### config.mk
export PLATFORM = sky130hd
export DESIGN_NAME = dpb_stream_loader
export DESIGN_NICKNAME = d
export VERILOG_FILES = /design/src/rtl/dpb_pkg.sv /design/src/rtl/dpb_stream_loader_sync_bit.sv /design/src/rtl/dpb_stream_loader.sv
export SDC_FILE = /design/constraint.sdc
export NUM_CORES = 1
export LEC_CHECK = 0
export CELL_PAD_IN_SITES_DETAIL_PLACEMENT = 1
export CELL_PAD_IN_SITES_GLOBAL_PLACEMENT = 1
export CORE_MARGIN = 2
export CORE_UTILIZATION = 30
export DETAILED_ROUTE_END_ITERATION = 6
export PLACE_DENSITY = 0.76
export SLEW_MARGIN = 15
export SYNTH_ARGS = -nofsm -noshare
export SYNTH_HDL_FRONTEND = slang
export SYNTH_SLANG_ARGS = --single-unit
### constraint.sdc
create_clock -name clk -period 4.9 [get_ports clk]
set_input_delay 0.98 -clock clk [delete_from_list [all_inputs] [get_ports clk]]
set_output_delay 0.98 -clock clk [all_outputs]
set_load 0.03 [all_outputs]
### src/rtl/dpb_pkg.sv
// Shared definitions for the dual-port-buffer / ping-pong-FIFO bridge front end.
package dpb_pkg;

  typedef enum logic [2:0] {
    ST_IDLE   = 3'd0,
    ST_LOAD   = 3'd1,
    ST_FLUSH  = 3'd2,
    ST_ARM_RX = 3'd3,
    ST_DRAIN  = 3'd4,
    ST_CANCEL = 3'd5
  } dpb_state_e;

  // BRAM read settle time used by the bridge
  localparam int unsigned MEM_WAIT = 4;

endpackage

### src/rtl/dpb_stream_loader_sync_bit.sv
// Two-flop synchroniser for a single asynchronous level.
module sync_bit (
  input  logic clk,
  input  logic rst,
  input  logic d,
  output logic q
);

  logic meta_q;
  logic sync_q;

  always_ff @(posedge clk) begin
    if (rst) begin
      meta_q <= 1'b0;
      sync_q <= 1'b0;
    end else begin
      meta_q <= d;
      sync_q <= meta_q;
    end
  end

  assign q = sync_q;

endmodule

### src/rtl/dpb_stream_loader.sv
// clk-domain front end for the DPB/PPFIFO bridge: streams words into the BRAM
// for TX, and drains bridge-filled BRAM contents to an output stream for RX.
module dpb_stream_loader
  import dpb_pkg::*;
#(
  parameter int unsigned MEM_DEPTH  = 8,
  parameter int unsigned DATA_WIDTH = 32,
  parameter int unsigned IDLE_GUARD = 8
) (
  input  logic                  clk,
  input  logic                  rst,
  input  logic                  i_tx_start,
  input  logic [MEM_DEPTH:0]    i_tx_count,
  input  logic                  i_rx_start,
  input  logic [MEM_DEPTH:0]    i_rx_count,
  input  logic                  i_cancel,
  output logic                  o_busy,
  output logic                  o_done,
  input  logic                  i_in_valid,
  output logic                  o_in_ready,
  input  logic [DATA_WIDTH-1:0] i_in_data,
  input  logic                  i_in_last,
  output logic                  o_out_valid,
  input  logic                  i_out_ready,
  output logic [DATA_WIDTH-1:0] o_out_data,
  output logic                  o_out_last,
  output logic                  o_bram_we,
  output logic [MEM_DEPTH-1:0]  o_bram_addr,
  output logic [DATA_WIDTH-1:0] o_bram_din,
  input  logic [DATA_WIDTH-1:0] i_bram_dout,
  input  logic                  i_bram_valid,
  output logic                  o_mem_2_ppfifo_stb,
  output logic                  o_ppfifo_2_mem_en,
  output logic                  o_cancel_write_stb,
  input  logic                  i_bridge_idle
);

  localparam int unsigned    CW    = MEM_DEPTH + 1;
  localparam int unsigned    GW    = $clog2(IDLE_GUARD + 2);
  localparam logic [CW-1:0]  FULL  = CW'(2 ** MEM_DEPTH);
  localparam logic [GW-1:0]  GUARD = GW'(IDLE_GUARD);

  logic idle_s;

  sync_bit u_idle_sync (
    .clk (clk),
    .rst (rst),
    .d   (i_bridge_idle),
    .q   (idle_s)
  );

  dpb_state_e            state_q, state_d;
  logic [CW-1:0]         count_q, count_d;
  logic [CW-1:0]         wcnt_q, wcnt_d;
  logic [CW-1:0]         rcnt_q, rcnt_d;
  logic [GW-1:0]         guard_q, guard_d;
  logic                  seen_busy_q, seen_busy_d;
  logic                  blank_q, blank_d;
  logic                  done_q, done_d;
  logic                  in_ready_q, in_ready_d;
  logic                  out_valid_q, out_valid_d;
  logic [DATA_WIDTH-1:0] out_data_q, out_data_d;
  logic                  out_last_q, out_last_d;
  logic                  we_q, we_d;
  logic [MEM_DEPTH-1:0]  addr_q, addr_d;
  logic [DATA_WIDTH-1:0] din_q, din_d;
  logic                  stb_q, stb_d;
  logic                  en_q, en_d;
  logic                  cancel_stb_q, cancel_stb_d;

  logic [CW-1:0] req_count;
  logic [CW-1:0] sat_count;
  logic [CW-1:0] wcnt_inc;
  logic [CW-1:0] rcnt_inc;

  assign req_count = i_tx_start ? i_tx_count : i_rx_count;
  assign sat_count = (req_count > FULL) ? FULL : req_count;
  assign wcnt_inc  = wcnt_q + CW'(1);
  assign rcnt_inc  = rcnt_q + CW'(1);

  always_comb begin
    state_d      = state_q;
    count_d      = count_q;
    wcnt_d       = wcnt_q;
    rcnt_d       = rcnt_q;
    guard_d      = guard_q;
    seen_busy_d  = seen_busy_q;
    blank_d      = blank_q;
    in_ready_d   = in_ready_q;
    out_valid_d  = out_valid_q;
    out_data_d   = out_data_q;
    out_last_d   = out_last_q;
    addr_d       = addr_q;
    din_d        = din_q;
    en_d         = en_q;
    done_d       = 1'b0;
    we_d         = 1'b0;
    stb_d        = 1'b0;
    cancel_stb_d = 1'b0;

    unique case (state_q)
      ST_IDLE: begin
        if (i_tx_start || i_rx_start) begin
          if (sat_count == '0) begin
            done_d = 1'b1;
          end else begin
            count_d = sat_count;
            if (i_tx_start) begin
              state_d    = ST_LOAD;
              in_ready_d = 1'b1;
              wcnt_d     = '0;
            end else begin
              state_d     = ST_ARM_RX;
              en_d        = 1'b1;
              guard_d     = GUARD;
              seen_busy_d = 1'b0;
            end
          end
        end
      end
      ST_LOAD: begin
        if (in_ready_q && i_in_valid) begin
          we_d   = 1'b1;
          addr_d = wcnt_q[MEM_DEPTH-1:0];
          din_d  = i_in_data;
          wcnt_d = wcnt_inc;
          if (wcnt_inc == count_q || i_in_last) begin
            state_d    = ST_FLUSH;
            in_ready_d = 1'b0;
            stb_d      = 1'b1;
            guard_d    = GUARD;
          end
        end
      end
      ST_FLUSH: begin
        if (guard_q != '0) begin
          guard_d = guard_q - GW'(1);
        end else if (idle_s) begin
          done_d  = 1'b1;
          state_d = ST_IDLE;
        end
      end
      ST_ARM_RX: begin
        // bridge must be seen busy before its return to idle means "filled"
        if (guard_q != '0) begin
          guard_d = guard_q - GW'(1);
        end else if (!seen_busy_q) begin
          seen_busy_d = !idle_s;
        end else if (idle_s) begin
          en_d    = 1'b0;
          rcnt_d  = '0;
          addr_d  = '0;
          blank_d = 1'b1;
          state_d = ST_DRAIN;
        end
      end
      ST_DRAIN: begin
        if (out_valid_q) begin
          if (i_out_ready) begin
            out_valid_d = 1'b0;
            out_last_d  = 1'b0;
            if (rcnt_inc == count_q) begin
              done_d  = 1'b1;
              state_d = ST_IDLE;
            end else begin
              rcnt_d  = rcnt_inc;
              addr_d  = rcnt_inc[MEM_DEPTH-1:0];
              blank_d = 1'b1;
            end
          end
        end else if (blank_q) begin
          blank_d = 1'b0;
        end else if (i_bram_valid) begin
          out_valid_d = 1'b1;
          out_data_d  = i_bram_dout;
          out_last_d  = (rcnt_inc == count_q);
        end
      end
      ST_CANCEL: begin
        state_d = ST_IDLE;
      end
      default: begin
        state_d = ST_IDLE;
      end
    endcase

    // cancel overrides everything; ignored while already cancelling so the
    // abort strobe can never repeat on consecutive cycles
    if (i_cancel && state_q != ST_IDLE && state_q != ST_CANCEL) begin
      state_d      = ST_CANCEL;
      cancel_stb_d = 1'b1;
      en_d         = 1'b0;
      out_valid_d  = 1'b0;
      out_last_d   = 1'b0;
      in_ready_d   = 1'b0;
      we_d         = 1'b0;
      stb_d        = 1'b0;
      done_d       = 1'b0;
    end
  end

  always_ff @(posedge clk) begin
    if (rst) begin
      state_q      <= ST_IDLE;
      count_q      <= '0;
      wcnt_q       <= '0;
      rcnt_q       <= '0;
      guard_q      <= '0;
      seen_busy_q  <= 1'b0;
      blank_q      <= 1'b0;
      done_q       <= 1'b0;
      in_ready_q   <= 1'b0;
      out_valid_q  <= 1'b0;
      out_data_q   <= '0;
      out_last_q   <= 1'b0;
      we_q         <= 1'b0;
      addr_q       <= '0;
      din_q        <= '0;
      stb_q        <= 1'b0;
      en_q         <= 1'b0;
      cancel_stb_q <= 1'b0;
    end else begin
      state_q      <= state_d;
      count_q      <= count_d;
      wcnt_q       <= wcnt_d;
      rcnt_q       <= rcnt_d;
      guard_q      <= guard_d;
      seen_busy_q  <= seen_busy_d;
      blank_q      <= blank_d;
      done_q       <= done_d;
      in_ready_q   <= in_ready_d;
      out_valid_q  <= out_valid_d;
      out_data_q   <= out_data_d;
      out_last_q   <= out_last_d;
      we_q         <= we_d;
      addr_q       <= addr_d;
      din_q        <= din_d;
      stb_q        <= stb_d;
      en_q         <= en_d;
      cancel_stb_q <= cancel_stb_d;
    end
  end

  assign o_busy             = (state_q != ST_IDLE);
  assign o_done             = done_q;
  assign o_in_ready         = in_ready_q;
  assign o_out_valid        = out_valid_q;
  assign o_out_data         = out_data_q;
  assign o_out_last         = out_last_q;
  assign o_bram_we          = we_q;
  assign o_bram_addr        = addr_q;
  assign o_bram_din         = din_q;
  assign o_mem_2_ppfifo_stb = stb_q;
  assign o_ppfifo_2_mem_en  = en_q;
  assign o_cancel_write_stb = cancel_stb_q;

endmodule

==> flow_metrics.env, run 1 <==
export IMPL_cap_violations=0
export IMPL_syn2layout_area_growth_pct=44.8
export IMPL_die_area_um2=19200
export IMPL_setup_viol=0
export IMPL_root_buffer="clkbuf_16"
export IMPL_cp_end_kind="flop"
export IMPL_ctsHtreeMaxLevel=4
export IMPL_worstPathRequired_ns=5.23
export IMPL_placed_cells=1030
export IMPL_p_per_area_nw_per_um2=405
export IMPL_stdcell_count=1060
export IMPL_start_kind="input pin"
export IMPL_skew_ns=0.00807
export IMPL_cp_slowest_cell="a31oi_1"
export IMPL_vias_per_cell=5.00
export IMPL_clk_path_buf_depth=2
export IMPL_overflow=0
export IMPL_synthCells=670
export IMPL_synthFlopType="dfxtp_1"
export IMPL_tightest_slew_ns=0.863
export IMPL_final_core_util=0.440
export IMPL_drt_iter0_drc=303
export IMPL_seq_area_frac_synth=0.435
export IMPL_drtPass1Iterations=5
export IMPL_clock_sinks=118
export IMPL_synth_warnings=0
export IMPL_synth_top_area_cell="dfxtp_1"
export IMPL_path_clk_slew_ns=0.06
export IMPL_finalPower_mw=3.18
export IMPL_route_final_wire_length_um=17200
export IMPL_period_needed_ns=3.59
export IMPL_synth_nets=765
export IMPL_status="completed"
export IMPL_ys_async_sr_fraction=0
export IMPL_drt_antenna_violating_nets=0
export IMPL_cts_inserted_buffers=17
export IMPL_num_antenna_cells=0
export IMPL_drv_slew=0
export IMPL_routedWlPerCell_um=16.2
export IMPL_grt_util_all_layers=0.180
export IMPL_rsz0062_at_grt="no"
export IMPL_drive_above_1_share=0.0698
export IMPL_power_leakage_nw=2.70
export IMPL_cts_resized=0
export IMPL_rrSetupSlack_ns=1.81
export IMPL_finalCritPeriodShare=0.732
export IMPL_cp_arrival_ns=3.92
export IMPL_ir_drop_mv=0.212
export IMPL_port_buffers=172
export IMPL_crit_buf_inv=2
export IMPL_rows=49
export IMPL_cts_hold_buf=0
export IMPL_synth_area_per_cell_um2=8.10
export IMPL_cp_top_family="compound AO/OA/AOI/OAI gates"
export IMPL_syn_area_um2=5430
export IMPL_hold_violations=0
export IMPL_die_h_um=139
export IMPL_drc=0
export IMPL_antenna_found_initial=0
export IMPL_yosysUniqueCellTypes=62
export IMPL_synth_top_area_frac=0.435
export IMPL_synth_edff_count=0
export IMPL_core_um2=17800
export IMPL_ys_ff_latch=118
export IMPL_grt_pass1_wl_um=28200
export IMPL_grt_max_degree=77
export IMPL_pin_count=173
export IMPL_path_cells="clkdlybuf4s50_1, buf_4, or4b_2, o22ai_1, nand2_1, or2_0, a31oi_1, o21ai_0, a21oi_1"
export IMPL_pre_cts_slack_ns=0.885
export IMPL_first_global_vias=5509
export IMPL_critPathKind="input pin to flop"
export IMPL_cp_max_fo=18
export IMPL_hold_class="flop to flop"
export IMPL_critPathMaxStageDelay_ns=0.70
export IMPL_dpl_hpwl_um=12300
export IMPL_gp_congestion=0.788
export IMPL_setup_slack_ns=1.31
export IMPL_relSlewSlack=0.425
export IMPL_die_w_um=139
export IMPL_vias=5296
export IMPL_max_freq_ghz=0.279
export IMPL_cts_tree="built"
export IMPL_initial_core_util=0.304
export IMPL_worstSkewPairLatency_ns=0.41
export IMPL_cts_setup_buffers=0
export IMPL_synth_area_leaders="dfxtp_1 44%, nand2_1 10%, a21oi_1 9.0%, nor2_1 3.5%, clkbuf_1 2.9%"
export IMPL_tns_ns=0
export IMPL_fin_nets=915
-- metrics by stage --
step | hold WS [ns] | instance area, um^2
floorplan | 0.414 | 5430
global placement | 0.429 | 7290
detailed placement | 0.425 | 7290
CTS | 0.439 | 7860
global route | 0.474 | 7860
finish | 0.436 | 7860
-- Yosys cell counts, types with 2 or more instances --
cell type	number
nor4b_1	2
nor4_1	2
or4b_2	2
mux2_2	2
or3_1	4
mux2i_1	10
nand3_1	12
nor2_1	51
o22ai_1	2
buf_6	2
a31oi_1	12
inv_1	9
a211oi_2	8
buf_2	2
a21oi_1	98
ha_1	3
nand2_1	144
xor2_1	8
o31ai_1	2
xnor3_1	5
dfxtp_1	118
xnor2_1	14
clkbuf_1	42
o21ai_0	18
nor2b_1	3
and2_1	4
and3_1	10
nand2b_1	5
nand4_2	2
a31o_2	2
nand3b_1	7
nor3_1	22
nand4_1	6
or4_1	3
a22oi_1	7
-- cell usage in the layout (no fill, tap or decap), types with 9 or more instances in the layout --
cell type	instances
and3_1	10
clkbuf_16	17
nor2_1	50
clkdlybuf4s50_1	171
inv_1	9
a31oi_1	12
xnor2_1	14
dfxtp_1	118
o21ai_0	18
nand2_1	144
a21oi_1	98
nor3_1	22
mux2i_1	10
nand3_1	12
-- flip-flops by register name, indices dropped and copies added, names as in the netlist --
signal              count
o_out_valid             1
o_out_last              1
count_q                 9
guard_q                 4
seen_busy_q             1
o_done                  1
u_idle_sync.meta_q      1
o_out_data             32
wcnt_q                  9
rcnt_q                  9
o_bram_addr             8
o_mem_2_ppfifo_stb      1
blank_q                 1
u_idle_sync.q           1
state_q                 3
o_in_ready              1
o_bram_din             32
o_cancel_write_stb      1
o_bram_we               1
o_ppfifo_2_mem_en       1
-- metal layers --
| metal | vias to the layer above | global-route usage | routed length, um |
|---|---|---|---|
| li1 | 2621 | - | - |
| met4 | 0 | 0.0473 | 214 |
| met5 | - | 0 | 0 |
| met1 | 2534 | 0.208 | 7160 |
| met2 | 125 | 0.318 | 8630 |
| met3 | 16 | 0.0630 | 1150 |
-- path summary, 6_finish.rpt --
check	cells after the start	startpoint	to
max	9	i_tx_start	wcnt_q[5]
min reg2reg	1	u_idle_sync.meta_q	u_idle_sync.q
min	1	u_idle_sync.meta_q	u_idle_sync.q
max reg2reg	9	wcnt_q[0]	guard_q[3]
-- power by group --
group	total, mW	switching (mW)	internal [mW]	leakage, nW
registers	1.13	0.0920	1.04	0.954
logic	0.843	0.501	0.342	1.47
clock network	1.20	0.437	0.765	0.275
-- layout make-up --
type / instances / area, um^2
clock buffer: 21 / 460
timing repair buffer: 178 / 1760
clock inverter: 9 / 104
inverter: 9 / 33.8
fill: 2101 / 9980
multi-input combinational: 496 / 2850
tap: 229 / 287
sequential: 118 / 2360
-- cells by family after synthesis --
group	share of synthesized area
adder cells (fa/ha/maj)	0.00691
multiplexers	0.0226
buffers and inverters	0.0419
flip-flops	0.435
AND/OR/NAND/NOR	0.248
XOR/XNOR	0.0606
AO/OA/AOI/OAI	0.185
-- worst reg2reg max path: cells and delay by family (launching register included) --
family / cells / cell delay (ns)
compound gates: 5 / 1.53
simple gates: 2 / 0.57
flops: 1 / 0.48
xor+xnor: 1 / 0.10
fa+ha+maj: 1 / 0.31
Note: power is estimated with default switching activity, not from simulation.
==> run 2: changes to the inputs <==
Clock period 4.9 ns to 3.7 ns, I/O delays scaled along.
==> flow_metrics.env, run 2 (same netlist as run 1, synthesis figures left out) <==
export IMPL_drc=0
export IMPL_drv_slew=0
export IMPL_relSlewSlack=0.427
export IMPL_fin_nets=919
export IMPL_syn2layout_area_growth_pct=46.6
export IMPL_period_needed_ns=3.10
export IMPL_cap_violations=0
export IMPL_cts_hold_buf=0
export IMPL_pin_count=173
export IMPL_skew_ns=0.00575
export IMPL_cts_setup_buffers=0
export IMPL_hold_class="flop to flop"
export IMPL_num_antenna_cells=0
export IMPL_initial_core_util=0.304
export IMPL_p_per_area_nw_per_um2=554
export IMPL_dpl_hpwl_um=12500
export IMPL_die_w_um=139
export IMPL_clock_sinks=118
export IMPL_finalCritPeriodShare=0.838
export IMPL_pre_cts_slack_ns=0.253
export IMPL_vias_per_cell=5.00
export IMPL_route_final_wire_length_um=17400
export IMPL_status="completed"
export IMPL_multi_input_area_um2=2850
export IMPL_core_um2=17800
export IMPL_drive_above_1_share=0.0777
export IMPL_port_buffers=172
export IMPL_cp_max_fo=8
export IMPL_drt_antenna_violating_nets=0
export IMPL_tns_ns=0
export IMPL_hold_violations=0
export IMPL_overflow=0
export IMPL_ctsHtreeMaxLevel=4
export IMPL_clk_path_buf_depth=2
export IMPL_fillers=2086
export IMPL_grt_max_degree=74
export IMPL_cp_end_kind="flop"
export IMPL_drt_iter0_drc=251
export IMPL_root_buffer="clkbuf_16"
export IMPL_cp_arrival_ns=3.39
export IMPL_die_area_um2=19200
export IMPL_cts_tree="built"
export IMPL_cts_inserted_buffers=17
export IMPL_path_clk_slew_ns=0.05
export IMPL_final_cell_mix="171 x clkdlybuf4s50_1, 144 x nand2_1, 118 x dfxtp_1"
export IMPL_routedWlPerCell_um=16.3
export IMPL_gp_congestion=0.823
export IMPL_final_common_cell="clkdlybuf4s50_1"
export IMPL_rows=49
export IMPL_first_global_vias=5504
export IMPL_antenna_found_initial=0
export IMPL_critPathKind="flop to flop"
export IMPL_rsz0062_at_grt="no"
export IMPL_worstPathRequired_ns=3.99
export IMPL_max_freq_ghz=0.323
export IMPL_seq_area_um2=2360
export IMPL_power_leakage_nw=2.75
export IMPL_die_h_um=139
export IMPL_worstSkewPairLatency_ns=0.41
export IMPL_cts_resized=0
export IMPL_vias=5331
export IMPL_setup_slack_ns=0.600
export IMPL_start_kind="flop"
export IMPL_drtPass1Iterations=4
export IMPL_grt_util_all_layers=0.183
export IMPL_grt_pass1_wl_um=28700
export IMPL_ir_drop_mv=0.305
export IMPL_tightest_slew_ns=0.859
export IMPL_setup_viol=0
## run 2: cell types whose count changed in the layout (fill, tap and decap cells not counted), sizes merged
cell      change
buf           +4
bufinv        +2
clkinv        -1
inv           +1
clkbuf        -1
clkinvlp      +1
## run 2: worst max-delay path: stages, from the launching register on
cell and delay [ns]:
dfxtp_1 0.46, ha_1 0.32, and3_1 0.29, and3_1 0.24, xnor2_1 0.09, a2111oi_1 0.42
a31oi_1 0.26, o21ai_1 0.44, a21oi_1 0.12, a2111oi_0 0.34
## run 2: path summary, 6_finish.rpt
path / from / end / slack [ns] / depth (start not counted)
worst max-delay path: wcnt_q[0] / guard_q[3] / 0.60 / 9
worst max register to register: wcnt_q[0] / guard_q[3] / 0.60 / 9
worst min-delay path: u_idle_sync.meta_q / u_idle_sync.q / 0.45 / 1
worst min register to register: u_idle_sync.meta_q / u_idle_sync.q / 0.45 / 1
## run 2: cell type report
type                            count  share of cell area
Clock buffer                       20              0.0574
Clock inverter                     12              0.0220
Inverter                            9             0.00425
Multi-Input combinational cell    496               0.358
Sequential cell                   118               0.297
Tap cell                          229              0.0360
Timing Repair Buffer              182               0.226
## run 2: routing by layer
| layer | wire, um | share of wire | vias to the layer above | GRT usage |
|---|---|---|---|---|
| met3 | 1080 | 0.062 | 20 | 0.0637 |
| met2 | 8680 | 0.50 | 124 | 0.314 |
| met5 | 0 | 0 | - | 0 |
| met1 | 7410 | 0.43 | 2556 | 0.217 |
| met4 | 241 | 0.014 | 0 | 0.0532 |
| li1 | - | - | 2631 | - |
## run 2: power breakdown
group | internal (mW) | leakage [nW] | switching, mW
clock network | 1.16 | 0.302 | 0.603
registers | 1.38 | 0.954 | 0.120
logic | 0.473 | 1.49 | 0.673
## run 2: through the flow
step                      cell area [um^2]  cells  total power [mW]  utilization  hold slack, ns
after floorplan                       5430    670              2.22            -           0.414
final                                 7960   1066              4.41        0.446           0.452
after detailed placement              7320   1034              2.67        0.411           0.433
after CTS                             7960   1066              4.47        0.446           0.454
after global routing                  7960   1066              4.63        0.446           0.470
after global placement                7320   1034              2.65        0.411           0.424
==> run 3: changes to the inputs <==
Settings changed: PLACE_DENSITY 0.76 to 0.79.
Clock period 3.7 ns to 2.68 ns, I/O delays scaled along.
==> flow_metrics.env, run 3 (same netlist as run 1, synthesis figures left out) <==
export IMPL_status="completed"
export IMPL_clk_path_buf_depth=2
export IMPL_drc=0
export IMPL_core_um2=17800
export IMPL_tightest_slew_ns=0.644
export IMPL_path_clk_slew_ns=0.06
export IMPL_setup_slack_ns=0.0988
export IMPL_finalPower_mw=6.06
export IMPL_antenna_found_initial=0
export IMPL_die_w_um=139
export IMPL_routedWlPerCell_um=16.4
export IMPL_p_per_area_nw_per_um2=729
export IMPL_port_buffers=172
export IMPL_critPathKind="flop to flop"
export IMPL_clock_sinks=118
export IMPL_first_global_vias=5791
export IMPL_setup_viol=0
export IMPL_overflow=0
export IMPL_die_area_um2=19200
export IMPL_pin_count=173
export IMPL_worstPathRequired_ns=2.97
export IMPL_skew_ns=0.00621
export IMPL_max_freq_ghz=0.387
export IMPL_period_needed_ns=2.58
export IMPL_critPathMaxStageDelay_ns=0.55
export IMPL_die_h_um=139
export IMPL_worstSkewPairLatency_ns=0.42
export IMPL_gp_congestion=0.852
export IMPL_ctsHtreeMaxLevel=4
export IMPL_finalCritPeriodShare=0.963
export IMPL_cp_top_family="simple AND/OR/NAND/NOR gates"
export IMPL_vias_per_cell=4.99
export IMPL_rrSetupSlack_ns=0.1
export IMPL_rows=49
export IMPL_final_cell_mix="171 x clkdlybuf4s50_1, 144 x nand2_1, 117 x dfxtp_1"
export IMPL_regToRegEndpoint="o_bram_addr[7]"
export IMPL_drtPass1Iterations=4
export IMPL_whs_path_depth=2
export IMPL_cts_inserted_buffers=17
export IMPL_final_common_cell="clkdlybuf4s50_1"
export IMPL_r2r_start="rcnt_q[1]"
export IMPL_drv_slew=0
export IMPL_power_leakage_nw=2.98
export IMPL_hold_violations=0
export IMPL_worstHoldStart="o_out_data[19]"
export IMPL_fillers=2116
export IMPL_start_kind="flop"
export IMPL_cp_end_kind="flop"
export IMPL_vias=5569
export IMPL_cts_tree="built"
export IMPL_cp_max_fo=16
export IMPL_drive_above_1_share=0.139
export IMPL_hold_class="flop to flop"
export IMPL_relSlewSlack=0.566
export IMPL_ir_drop_mv=0.453
export IMPL_crit_path_start="rcnt_q[1]"
export IMPL_fin_nets=969
export IMPL_dpl_hpwl_um=13300
export IMPL_grt_util_all_layers=0.193
export IMPL_cp_arrival_ns=2.87
export IMPL_grt_pass1_wl_um=29900
export IMPL_grt_max_degree=43
export IMPL_drt_iter0_drc=251
export IMPL_root_buffer="clkbuf_16"
export IMPL_cap_violations=0
export IMPL_cp_slowest_cell="or4_4"
export IMPL_crit_buf_inv=1
export IMPL_min_to="o_out_data[19]"
export IMPL_initial_core_util=0.304
export IMPL_num_antenna_cells=0
export IMPL_pre_cts_slack_ns=-0.369
export IMPL_drt_antenna_violating_nets=0
export IMPL_reg2reg_depth=9
export IMPL_path_cells="ha_2, inv_1, or4_4, a2111oi_4, nand4_2, nor2b_4, a21o_4, nor2_1, a211oi_2"
export IMPL_route_final_wire_length_um=18300
export IMPL_syn2layout_area_growth_pct=53.0
-- run 3: metrics by stage --
step,TNS (ns),hold WS [ns],instances,util,cell area [um^2]
after floorplan,0,0.414,670,-,5430
after global placement,-4.82,0.422,1084,0.432,7700
after detailed placement,-5.36,0.433,1084,0.432,7700
after CTS,0,0.454,1116,0.464,8280
after global routing,-0.00321,0.473,1116,0.465,8300
final,0,0.451,1116,0.465,8300
-- run 3: how the worst max path moves through the flow --
stage / to / depth (start not counted)
detailed placement: guard_q[3] / 10
CTS: guard_q[3] / 9
floorplan: o_bram_addr[1] / 11
global route: o_busy / 4
global placement: guard_q[3] / 10
finish: o_bram_addr[7] / 9
-- run 3: timing repair --
action / CTS / global route
hold buffers: 0 / 0
gates resized for setup: 0 / 6
endpoints found under the hold margin: 0 / 0
buffers inserted: 0 / 0
endpoints found under the setup margin: 0 / 6
-- run 3: final cells by class --
| class | count | area, um^2 | share of cell area |
|---|---|---|---|
| timing repair buffer | 232 | 2170 | 0.261 |
| tap | 229 | 287 | 0.0345 |
| inverter | 9 | 33.8 | 0.00407 |
| sequential | 118 | 2360 | 0.285 |
| clock buffer | 19 | 453 | 0.0545 |
| multi-input combinational | 496 | 2880 | 0.346 |
| clock inverter | 13 | 123 | 0.0148 |
-- run 3: metal layers --
| metal | up-vias | part of all wire | GRT usage |
|---|---|---|---|
| met3 | 21 | 0.066 | 0.0689 |
| li1 | 2729 | - | - |
| met1 | 2696 | 0.43 | 0.226 |
| met5 | - | 0 | 0 |
| met2 | 123 | 0.49 | 0.331 |
| met4 | 0 | 0.015 | 0.0575 |
-- run 3: worst register-to-register path, stage by stage, from the launching register on --
cell	delay [ns]
dfxtp_1	0.35
ha_2	0.19
inv_1	0.08
or4_4	0.55
a2111oi_4	0.38
nand4_2	0.20
nor2b_4	0.20
a21o_4	0.28
nor2_1	0.17
a211oi_2	0.06
-- run 3: power breakdown --
group	switching (mW)	leakage, nW	internal (mW)	total (mW)
combinational	1.02	1.75	0.806	1.82
clock	0.855	0.273	1.33	2.19
sequential	0.139	0.955	1.90	2.04
total	2.01	2.98	4.04	6.06
